[src/rtl/div_detect_pkg.sv]
`default_nettype none
// ============================================================================
// Module      : div_detect_pkg
// Description : Shared types and default constants for the divide-ratio
//               detector: FSM state encoding, default parameter values and
//               the fault-counter width.
// Revision    : 1.0 - initial release
// ============================================================================
package div_detect_pkg;

    localparam int DEF_MAX_DIV  = 64;
    localparam int DEF_LOCK_CNT = 3;
    localparam int ERR_CNT_W    = 16;

    typedef enum logic [1:0] {
        SYNC = 2'd0,
        HIGH = 2'd1,
        LOW  = 2'd2
    } det_state_e;

endpackage : div_detect_pkg
`default_nettype wire

[src/rtl/sig_edge_det.sv]
`default_nettype none
// ============================================================================
// Module      : sig_edge_det
// Description : One-cycle delay of the sampled waveform plus rise/fall
//               strobes derived from the current and delayed samples.
// Revision    : 1.0 - initial release
// Ports       : clk     - clock
//               resetn  - synchronous active-low reset (clears delayed sample)
//               sig_i   - waveform synchronous to clk
//               rise_o  - sig_i high, previous sample low
//               fall_o  - sig_i low, previous sample high
// ============================================================================
module sig_edge_det (
    input  logic clk,
    input  logic resetn,
    input  logic sig_i,
    output logic rise_o,
    output logic fall_o
);

    logic sig_d_q;

    always_ff @(posedge clk) begin
        if (!resetn) begin
            sig_d_q <= 1'b0;
        end else begin
            sig_d_q <= sig_i;
        end
    end

    assign rise_o = sig_i & ~sig_d_q;
    assign fall_o = ~sig_i & sig_d_q;

endmodule : sig_edge_det
`default_nettype wire

[src/rtl/div_ratio_detector.sv]
`default_nettype none
// ============================================================================
// Module      : div_ratio_detector
// Description : Measures high/low run lengths of a divided waveform, reports
//               the even divide ratio, asserts lock after LOCK_CNT equal
//               periods and flags duty-cycle and stuck-level faults.
// Revision    : 1.0 - initial release
// Config      : DIV_RATIO_DETECTOR_ERR_CNT_EN - when defined, err_cnt is a
//               saturating count of fault pulses; otherwise tied to zero.
// Ports       : clk          - clock
//               resetn       - synchronous active-low reset
//               en           - enable; low forces SYNC, clears lock state
//               sig_in       - divided waveform, synchronous to clk
//               ratio_o      - last valid period (high_len + low_len)
//               ratio_valid  - pulse: ratio_o refreshed by a 50% period
//               locked       - LOCK_CNT consecutive equal valid periods
//               err_duty     - pulse: period completed with unequal halves
//               err_timeout  - pulse: level held beyond MAX_DIV/2 cycles
//               err_cnt      - saturating fault counter
// ============================================================================
module div_ratio_detector
    import div_detect_pkg::*;
#(
    parameter  int MAX_DIV  = DEF_MAX_DIV,
    parameter  int LOCK_CNT = DEF_LOCK_CNT,
    localparam int CNT_W    = $clog2(MAX_DIV + 1)
) (
    input  logic                 clk,
    input  logic                 resetn,
    input  logic                 en,
    input  logic                 sig_in,
    output logic [CNT_W-1:0]     ratio_o,
    output logic                 ratio_valid,
    output logic                 locked,
    output logic                 err_duty,
    output logic                 err_timeout,
    output logic [ERR_CNT_W-1:0] err_cnt
);

    localparam int MATCH_W = $clog2(LOCK_CNT + 1);

    // Run counter saturates one past the longest legal level so a stuck
    // level is recognisable without the counter wrapping.
    localparam logic [CNT_W-1:0]   RUN_MAX   = CNT_W'(MAX_DIV / 2 + 1);
    localparam logic [CNT_W-1:0]   RUN_ONE   = CNT_W'(1);
    localparam logic [MATCH_W-1:0] MATCH_LCK = MATCH_W'(LOCK_CNT);
    localparam logic [MATCH_W-1:0] MATCH_ONE = MATCH_W'(1);

    logic w_rise;
    logic w_fall;
    logic w_edge;

    sig_edge_det u_edge (
        .clk    (clk),
        .resetn (resetn),
        .sig_i  (sig_in),
        .rise_o (w_rise),
        .fall_o (w_fall)
    );

    assign w_edge = w_rise | w_fall;

    det_state_e         state_q, state_d;
    logic [CNT_W-1:0]   run_cnt_q, run_cnt_d;
    logic [CNT_W-1:0]   high_len_q, high_len_d;
    logic [MATCH_W-1:0] match_cnt_q, match_cnt_d;
    logic [CNT_W-1:0]   ratio_q, ratio_d;
    logic               ratio_valid_q, ratio_valid_d;
    logic               locked_q, locked_d;
    logic               err_duty_q, err_duty_d;
    logic               err_timeout_q, err_timeout_d;

    logic               w_close;    // closing rise of a complete period
    logic               w_timeout;  // level held past RUN_MAX with no edge
    logic [CNT_W:0]     w_period;
    logic               w_halves_eq;

    // ------------------------------------------------------------------
    // State register
    // ------------------------------------------------------------------
    always_ff @(posedge clk) begin
        if (!resetn) begin
            state_q <= SYNC;
        end else begin
            state_q <= state_d;
        end
    end

    // ------------------------------------------------------------------
    // Next-state logic
    // ------------------------------------------------------------------
    always_comb begin
        state_d    = state_q;
        high_len_d = high_len_q;
        w_close    = 1'b0;
        w_timeout  = 1'b0;
        if (!en) begin
            state_d = SYNC;
        end else begin
            case (state_q)
                SYNC: begin
                    // The level in progress at entry has unknown length.
                    if (w_rise) begin
                        state_d = HIGH;
                    end
                end
                HIGH: begin
                    if (w_fall) begin
                        state_d    = LOW;
                        high_len_d = run_cnt_q;
                    end else if (!w_edge && (run_cnt_q == RUN_MAX)) begin
                        state_d   = SYNC;
                        w_timeout = 1'b1;
                    end
                end
                LOW: begin
                    if (w_rise) begin
                        state_d = HIGH;
                        w_close = 1'b1;
                    end else if (!w_edge && (run_cnt_q == RUN_MAX)) begin
                        state_d   = SYNC;
                        w_timeout = 1'b1;
                    end
                end
                default: begin
                    state_d = SYNC;
                end
            endcase
        end
    end

    // ------------------------------------------------------------------
    // Output / datapath next values
    // ------------------------------------------------------------------
    // On the closing rise run_cnt_q still holds the low length.
    assign w_period    = {1'b0, high_len_q} + {1'b0, run_cnt_q};
    assign w_halves_eq = (high_len_q == run_cnt_q);

    always_comb begin
        run_cnt_d     = run_cnt_q;
        match_cnt_d   = match_cnt_q;
        ratio_d       = ratio_q;
        ratio_valid_d = 1'b0;
        locked_d      = locked_q;
        err_duty_d    = 1'b0;
        err_timeout_d = 1'b0;

        if (!en) begin
            run_cnt_d   = '0;
            match_cnt_d = '0;
            locked_d    = 1'b0;
        end else begin
            if (w_edge) begin
                run_cnt_d = RUN_ONE;
            end else if (run_cnt_q != RUN_MAX) begin
                run_cnt_d = run_cnt_q + RUN_ONE;
            end

            if (w_timeout) begin
                err_timeout_d = 1'b1;
                locked_d      = 1'b0;
                match_cnt_d   = '0;
            end else if (w_close) begin
                if (w_halves_eq) begin
                    ratio_d       = w_period[CNT_W-1:0];
                    ratio_valid_d = 1'b1;
                    // ratio_q is the previous valid period; after a fault
                    // match_cnt is zero so a repeat still restarts at one.
                    if (w_period == {1'b0, ratio_q}) begin
                        if (match_cnt_q != MATCH_LCK) begin
                            match_cnt_d = match_cnt_q + MATCH_ONE;
                        end
                    end else begin
                        match_cnt_d = MATCH_ONE;
                    end
                    locked_d = (match_cnt_d == MATCH_LCK);
                end else begin
                    err_duty_d  = 1'b1;
                    locked_d    = 1'b0;
                    match_cnt_d = '0;
                end
            end
        end
    end

    always_ff @(posedge clk) begin
        if (!resetn) begin
            run_cnt_q     <= '0;
            high_len_q    <= '0;
            match_cnt_q   <= '0;
            ratio_q       <= '0;
            ratio_valid_q <= 1'b0;
            locked_q      <= 1'b0;
            err_duty_q    <= 1'b0;
            err_timeout_q <= 1'b0;
        end else begin
            run_cnt_q     <= run_cnt_d;
            high_len_q    <= high_len_d;
            match_cnt_q   <= match_cnt_d;
            ratio_q       <= ratio_d;
            ratio_valid_q <= ratio_valid_d;
            locked_q      <= locked_d;
            err_duty_q    <= err_duty_d;
            err_timeout_q <= err_timeout_d;
        end
    end

    assign ratio_o     = ratio_q;
    assign ratio_valid = ratio_valid_q;
    assign locked      = locked_q;
    assign err_duty    = err_duty_q;
    assign err_timeout = err_timeout_q;

    // ------------------------------------------------------------------
    // Optional fault counter (not cleared by en)
    // ------------------------------------------------------------------
`ifdef DIV_RATIO_DETECTOR_ERR_CNT_EN
    logic [ERR_CNT_W-1:0] err_cnt_q;

    always_ff @(posedge clk) begin
        if (!resetn) begin
            err_cnt_q <= '0;
        end else if ((err_duty_q | err_timeout_q) && (err_cnt_q != {ERR_CNT_W{1'b1}})) begin
            err_cnt_q <= err_cnt_q + ERR_CNT_W'(1);
        end
    end

    assign err_cnt = err_cnt_q;
`else
    assign err_cnt = '0;
`endif

endmodule : div_ratio_detector
`default_nettype wire

[config.mk]
export PLATFORM = sky130hd
export DESIGN_NAME = div_ratio_detector
export DESIGN_NICKNAME = d
export VERILOG_FILES = /design/src/rtl/div_detect_pkg.sv /design/src/rtl/sig_edge_det.sv /design/src/rtl/div_ratio_detector.sv
export SDC_FILE = /design/constraint.sdc
export NUM_CORES = 1
export LEC_CHECK = 0
export ABC_AREA = 1
export BUFFER_PORTS_ARGS = -buffer_cell sky130_fd_sc_hd__buf_2
export CAP_MARGIN = 40
export CORE_MARGIN = 5
export CORE_UTILIZATION = 40
export CTS_CLUSTER_DIAMETER = 120
export DETAILED_ROUTE_END_ITERATION = 12
export HOLD_SLACK_MARGIN = 0.03
export PLACE_DENSITY_LB_ADDON = 0.15
export SLEW_MARGIN = 20
export SYNTH_ARGS = -nofsm -noshare
export SYNTH_HDL_FRONTEND = slang
export SYNTH_SLANG_ARGS = --single-unit
[constraint.sdc]
create_clock -name clk -period 2.09 [get_ports clk]
set_input_delay 0.1045 -clock clk [delete_from_list [all_inputs] [get_ports clk]]
set_output_delay 0.1045 -clock clk [all_outputs]
set_load 0.01 [all_outputs]
# Yosys cells after proc, flatten, opt, wreduce, memory -nomap -nowiden
# Index checks and enable logic that the tools add are counted.
[word_totals]
ff_bits = 30
latch_bits = 0
ramBits = 0
mem_bits_ro = 0
inputBits = 4
output_inout_bits = 27
elab_cells = 68
memories = 0
[classes]
n_addsub = 3
mul = 0
div = 0
order_cmp = 0
n_eq_ne = 9
shift = 0
muxes = 26
n_bitwise = 9
reduce_logical = 10
[op_table]
columns = ["cell", "count"]
rows = [
  ["2-bit 2-to-1 mux", 11],
  ["1-bit 2-to-1 mux", 13],
  ["7-bit by 7-bit adder with 8-bit output", 1],
  ["8-bit by 7-bit equality test with 1-bit output", 1],
  ["7-bit by 1-bit adder with 7-bit output (second input constant)", 1],
  ["7-bit by 6-bit equality test with 1-bit output (second input constant)", 1],
  ["7-bit equality test", 1],
  ["7-bit by 6-bit inequality test with 1-bit output (second input constant)", 1],
  ["1-bit inverter", 6],
  ["2-bit one-hot mux with 3 select lines", 1],
  ["3-bit OR reduction", 2],
  ["2-bit equality test (second input constant)", 2],
  ["2-bit inequality test (second input constant)", 2],
  ["4-bit AND reduction", 1],
  ["4-bit OR reduction", 1],
  ["3-bit AND reduction", 1],
  ["2-bit by 1-bit adder with 2-bit output (second input constant)", 1],
  ["1-bit bitwise AND", 2],
  ["2-bit by 1-bit equality test with 1-bit output (second input constant)", 1],
  ["2-bit logical NOT", 1],
  ["1-bit one-hot mux with 2 select lines", 1],
  ["2-bit AND reduction", 1],
  ["2-bit nonzero test", 1],
  ["1-bit logical AND", 1],
  ["2 further kinds", 2],
]

# Logic depth before layout (Yosys ltp)
[depth]
ltp_word = 13
ltp_mapped = 15
depth_no_buf = 15

# By module
# From an unflattened synthesis, not the netlist that was laid out.
[hier_totals]
hier_cells = 283
area_unflattened_um2 = 1920.6
[modules_own_cells]
columns = ["mod", "n_inst", "cells_each", "area_each_um2", "seq_area_each_um2"]
rows = [
  ["div_ratio_detector", 1, 276, 1875.5, 580.6],
  ["sig_edge_det", 1, 7, 45.0, 20.0],
]

# Worst setup path before layout
# No wires, ideal clock.
[synth_timing]
path_type = "reg-to-reg"
from = "register run_cnt_q[0]"
to = "register match_cnt_q[0]"
setup_ns = 0.116
arrival_time_ns = 1.807
required_ns = 1.974
slack_ns = 0.167
stages_incl_launch_ff = 14
n_path_buf = 0
period_less_slack_ns = 1.923
cell_sequence = "dfxtp_1 ha_1 fa_1 inv_1 a21oi_1 nand3_1 nor2_1 nand2_1 nor2_1 nand2_1 nor2_2 nand3_1 nand2_1 a21oi_1"
[synth_between]
elab_chain_len = 8
word_cells_on_any_way = 17
classes_between = "add/sub: 1; eq/ne: 3; mux: 11; reduce/logical: 2"
[synth_lines]
columns = ["item", "line", "rtl"]
rows = [
  ["start: declaration", "div_ratio_detector.sv:64", "logic [CNT_W-1:0] run_cnt_q, run_cnt_d;"],
  ["start signal: assignment", "div_ratio_detector.sv:197", "run_cnt_q <= run_cnt_d;"],
  ["7-bit by 7-bit adder with 8-bit output", "div_ratio_detector.sv:136", "assign w_period = {1'b0, high_len_q} + {1'b0, run_cnt_q};"],
  ["via w_period[1]", "div_ratio_detector.sv:75", "logic [CNT_W:0] w_period;"],
  ["8-bit by 7-bit equality test with 1-bit output", "div_ratio_detector.sv:169", "if (w_period == {1'b0, ratio_q}) begin"],
  ["2-bit 2-to-1 mux", "div_ratio_detector.sv:169", ""],
  ["2-bit 2-to-1 mux", "div_ratio_detector.sv:164", "if (w_halves_eq) begin"],
  ["2-bit 2-to-1 mux", "div_ratio_detector.sv:163", "end else if (w_close) begin"],
  ["2-bit 2-to-1 mux", "div_ratio_detector.sv:159", "if (w_timeout) begin"],
  ["2-bit 2-to-1 mux", "div_ratio_detector.sv:148", "if (!en) begin"],
  ["2-bit 2-to-1 mux", "div_ratio_detector.sv:164", ""],
  ["end signal: assignment", "div_ratio_detector.sv:199", "match_cnt_q <= match_cnt_d;"],
  ["end: declaration", "div_ratio_detector.sv:66", "logic [MATCH_W-1:0] match_cnt_q, match_cnt_d;"],
]
# The timed path passes the listed nets, and every way through them passes these cells. The select of a mux whose other input is x is not followed.
# A chain may end at the register's enable or synchronous reset.

# Worst setup path in the final report
[layout_timing]
from = "register run_cnt_q[0]"
to = "register locked_q, in the netlist locked"
[layout_between]
elab_chain_len = 9
word_cells_on_any_way = 18
classes_between = "add/sub: 1; eq/ne: 4; mux: 11; reduce/logical: 2"
[layout_lines]
columns = ["item", "line", "rtl"]
rows = [
  ["7-bit by 7-bit adder with 8-bit output", "div_ratio_detector.sv:136", ""],
  ["via w_period[1]", "div_ratio_detector.sv:75", ""],
  ["8-bit by 7-bit equality test with 1-bit output", "div_ratio_detector.sv:169", ""],
  ["2-bit 2-to-1 mux", "div_ratio_detector.sv:169", ""],
  ["2-bit 2-to-1 mux", "div_ratio_detector.sv:164", ""],
  ["2-bit 2-to-1 mux", "div_ratio_detector.sv:163", ""],
  ["2-bit 2-to-1 mux", "div_ratio_detector.sv:159", ""],
  ["2-bit 2-to-1 mux", "div_ratio_detector.sv:148", ""],
  ["2-bit equality test", "div_ratio_detector.sv:176", "locked_d = (match_cnt_d == MATCH_LCK);"],
  ["1-bit 2-to-1 mux", "div_ratio_detector.sv:164", ""],
  ["end signal: assignment", "div_ratio_detector.sv:202", "locked_q <= locked_d;"],
  ["end: declaration", "div_ratio_detector.sv:69", "logic locked_q, locked_d;"],
]
# The timed path passes the listed nets, and every way through them passes these cells. The select of a mux whose other input is x is not followed.

==> key figures <==
Power
  • Design Power: ~1.1 mW
  • Reg power frac: about half
  • Switch share: 23.9%
  • P_sw: 273 uW
  • Power Density: between 500 and 600 nW/um^2
  • Clock power share: around 40%
  • Maximum vdd drop: between 200 and 300 uV
  • Pleak: around 1.0 nW
  • Combinational power share: under 10%
  • Int Power: 871 uW

Timing
  • Crit path time final: about 2.0 ns
  • Worst Slack Setup Final: between 0.08 and 0.09 ns
  • Max Clock Skew: 0.00598 ns
  • Final hold viol count: 0
  • # setup viols final: 0
  • Max Clk Rate: between 400 and 500 MHz
  • Fin. max-slew vios: 0
  • Final worst-path cycle share: 96.1%
  • Final hold slack: ~0.064 ns
  • Unrepaired setup endpoints after global routing: yes

Finish
  • Layout cells sized above 1: between 10% and 20%
  • Post-Route Utilization: 45.3%
  • Post-route cell area: between 2000 and 2500 um^2
  • Most frequent cells in the layout: nand2_1, inv_1, dfxtp_1, nand3_1, a21oi_1
  • Most common cell after layout, fill and taps aside: nand2_1
  • Final nets: around 320
  • Area growth, synth to finish: 11.2%
  • N_diodes: 0

Routing
  • TritonRoute pass-1 iters: 4
  • DR WL/cell: about 10 um
  • DR iter-0 viols: 55
  • Residual DRC: 0
  • Antenna Violating Nets Remaining: 0
  • Via density: about 4.5
  • Post-Route WL: around 3600 um
  • Vias: between 1500 and 2000

Floorplan
  • Die footprint: roughly 6300 um^2
  • IO Pins: 31
  • Cell Rows: 25
  • Die height: just under 80 um
  • Die W: a little under 80 um
  • Core box area: approximately 4700 um^2
  • Initial core utilization: 40.8%

Clocking
  • Maximum root-to-sink buffer count: 2
  • Clock latency on the worst-skew pair: 0.27 ns
  • Clock-pin slew on the worst setup and hold paths: 0.06 ns
  • Root Driver: clkbuf_8
  • CTS buffer count: 5
  • CTS tree: yes
  • # clock sinks: 30
  • H-tree levels: 2

Yosys
  • Syn avg cell area: 6.98 um^2
  • EDFF count, synth: 0
  • Synth Flop Type: dfxtp_1
  • Async SR Flop Fraction: 0%
  • Post-synth top area share: around a third
  • Syn Inst Count: 274
  • Post-synthesis sequential area ratio: a little under a third
  • Synth area leader: dfxtp_1
  • Register bit total from synthesis: 30
  • Distinct cells, synth: 33
  • Warnings, synthesis: 0
  • Largest cells by area after synthesis: dfxtp_1, ha_1, nand2_1
  • Mapped Area: between 1500 and 2000 um^2

Global route
  • Number of global-route vias before repair: around 1400
  • Pin count of the biggest net entering global routing: 17
  • Total Routing Usage GR: roughly an eighth
  • Antenna violations before repair: 0
  • Total gr overflow: 0
  • First-pass GRT wire length: 6180 um

Setup path
  • Critical Path Fanout Max: 3
  • Max stage delay on crit path: approximately 0.5 ns
  • Crit Reg-Reg Startpoint: run_cnt_q[0]
  • CP Capture Type: flip-flop
  • Setup CP Type: flip-flop to flip-flop
  • Worst setup SP type: flip-flop
  • Worst R2R End: locked
  • Critical path depth: 12
  • Reg2Reg Setup Slack: between 0.08 and 0.09 ns
  • Worst path buffer plus inverter count: 1
  • CP cell instances: ha_4 > fa_1 > inv_2 > a21oi_2 > nand3_1 > nor2_1 > nand2_1 > nor2_1 > nand2_1 > nor2_2 > nand4_1 > a21oi_1
  • Crit. Startpoint: run_cnt_q[0]
  • R2R cell count: 12
  • Top Family by Delay on Critical Path: adder cells
  • Worst EP required: roughly 2.3 ns
  • Worst Setup EP: locked
  • Crit path max-delay cell type: fa_1
  • CP Data Arrival Time: 2.22 ns

Place
  • Dpl cell area: ~2000 um^2
  • Setup WS pre-CTS: 0.0619 ns
  • # port buffers: 14
  • Final HPWL DP: roughly 2900 um
  • Routability cong.: a little under 0.8

Outcome
  • Status: finished clean

Job
  • Max-cap violations: 0

Min path
  • Min-Delay Path Class: input port to flip-flop
  • Worst Hold Depth: 3
cell usage after synthesis, types with 2 or more instances:
library cell  number
a21oi_1           26
buf_4             16
dfxtp_1           30
ha_1              15
inv_1             44
inv_2              3
nand2_1           48
nand2_2            6
nand3_1           27
nand4_1            2
nor2_1            16
nor2_2             3
nor3_1             2
nor3b_1            2
o21ai_0           12
o21ai_1            5
layer usage:
metal / vias up / track usage (%) / wire length [um]
met2: 29 / 20.3 / 1610
li1: 894 / - / -
met1: 650 / 15.6 / 1830
met4: 0 / 4.64 / 40
met5: - / 0 / 0
met3: 4 / 3.40 / 165
stage by stage:
step           std cells  TNS, ns
2_1_floorplan        289        0
3_3_place_gp         343        0
4_1_cts              351        0
3_5_place_dp         343        0
5_1_grt              352   -0.228
6_report             352        0
cells by family after synthesis:
family          synth area share, %
fa+ha+maj                      10.9
compound gates                 12.3
simple gates                   28.1
xor+xnor                      0.916
other cells                   0.196
flops                          31.4
buf+inv                        16.2
tightest hold or removal path: stages:
cell	delay (ns)
buf_2	0.10
nand2_1	0.06
inv_1	0.04
registers in the layout, indices dropped and copies added (netlist names):
| name | cells |
|---|---|
| high_len_q | 7 |
| ratio_o | 7 |
| run_cnt_q | 7 |
| match_cnt_q | 2 |
| state_q | 2 |
| err_duty | 1 |
| err_timeout | 1 |
| locked | 1 |
| ratio_valid | 1 |
| u_edge.sig_d_q | 1 |
worst min path at each step:
stage	startpoint	end	slack, ns
after floorplan	sig_in	u_edge.sig_d_q	0.20
after global placement	sig_in	u_edge.sig_d_q	0.34
after detailed placement	sig_in	u_edge.sig_d_q	0.35
after CTS	sig_in	u_edge.sig_d_q	0.06
after global routing	sig_in	u_edge.sig_d_q	0.1
final	sig_in	u_edge.sig_d_q	0.06
what timing repair did:
item                       CTS  global route
gates resized for setup      0             6
setup endpoints to repair    0             3
hold endpoints to repair     0             0
setup buffers                0             1
hold buffers                 0             0
power by group through the flow:
stage	clock network (mW)	registers [mW]	logic, mW
after floorplan	0	0.594	0.0874
after global placement	0	0.593	0.0880
after detailed placement	0	0.593	0.0882
after CTS	0.492	0.581	0.0882
after global routing	0.515	0.582	0.105
final	0.472	0.582	0.0906
final cells by class:
class	count	area, um^2
fillers	497	2560
multi-input cells	193	1070
flip-flops and latches	30	603
inverters	48	183
repair buffers	19	108
clock buffers	7	86.3
well taps	54	67.6
clock inverters	1	5.00
(Power assumes the default switching activity.)
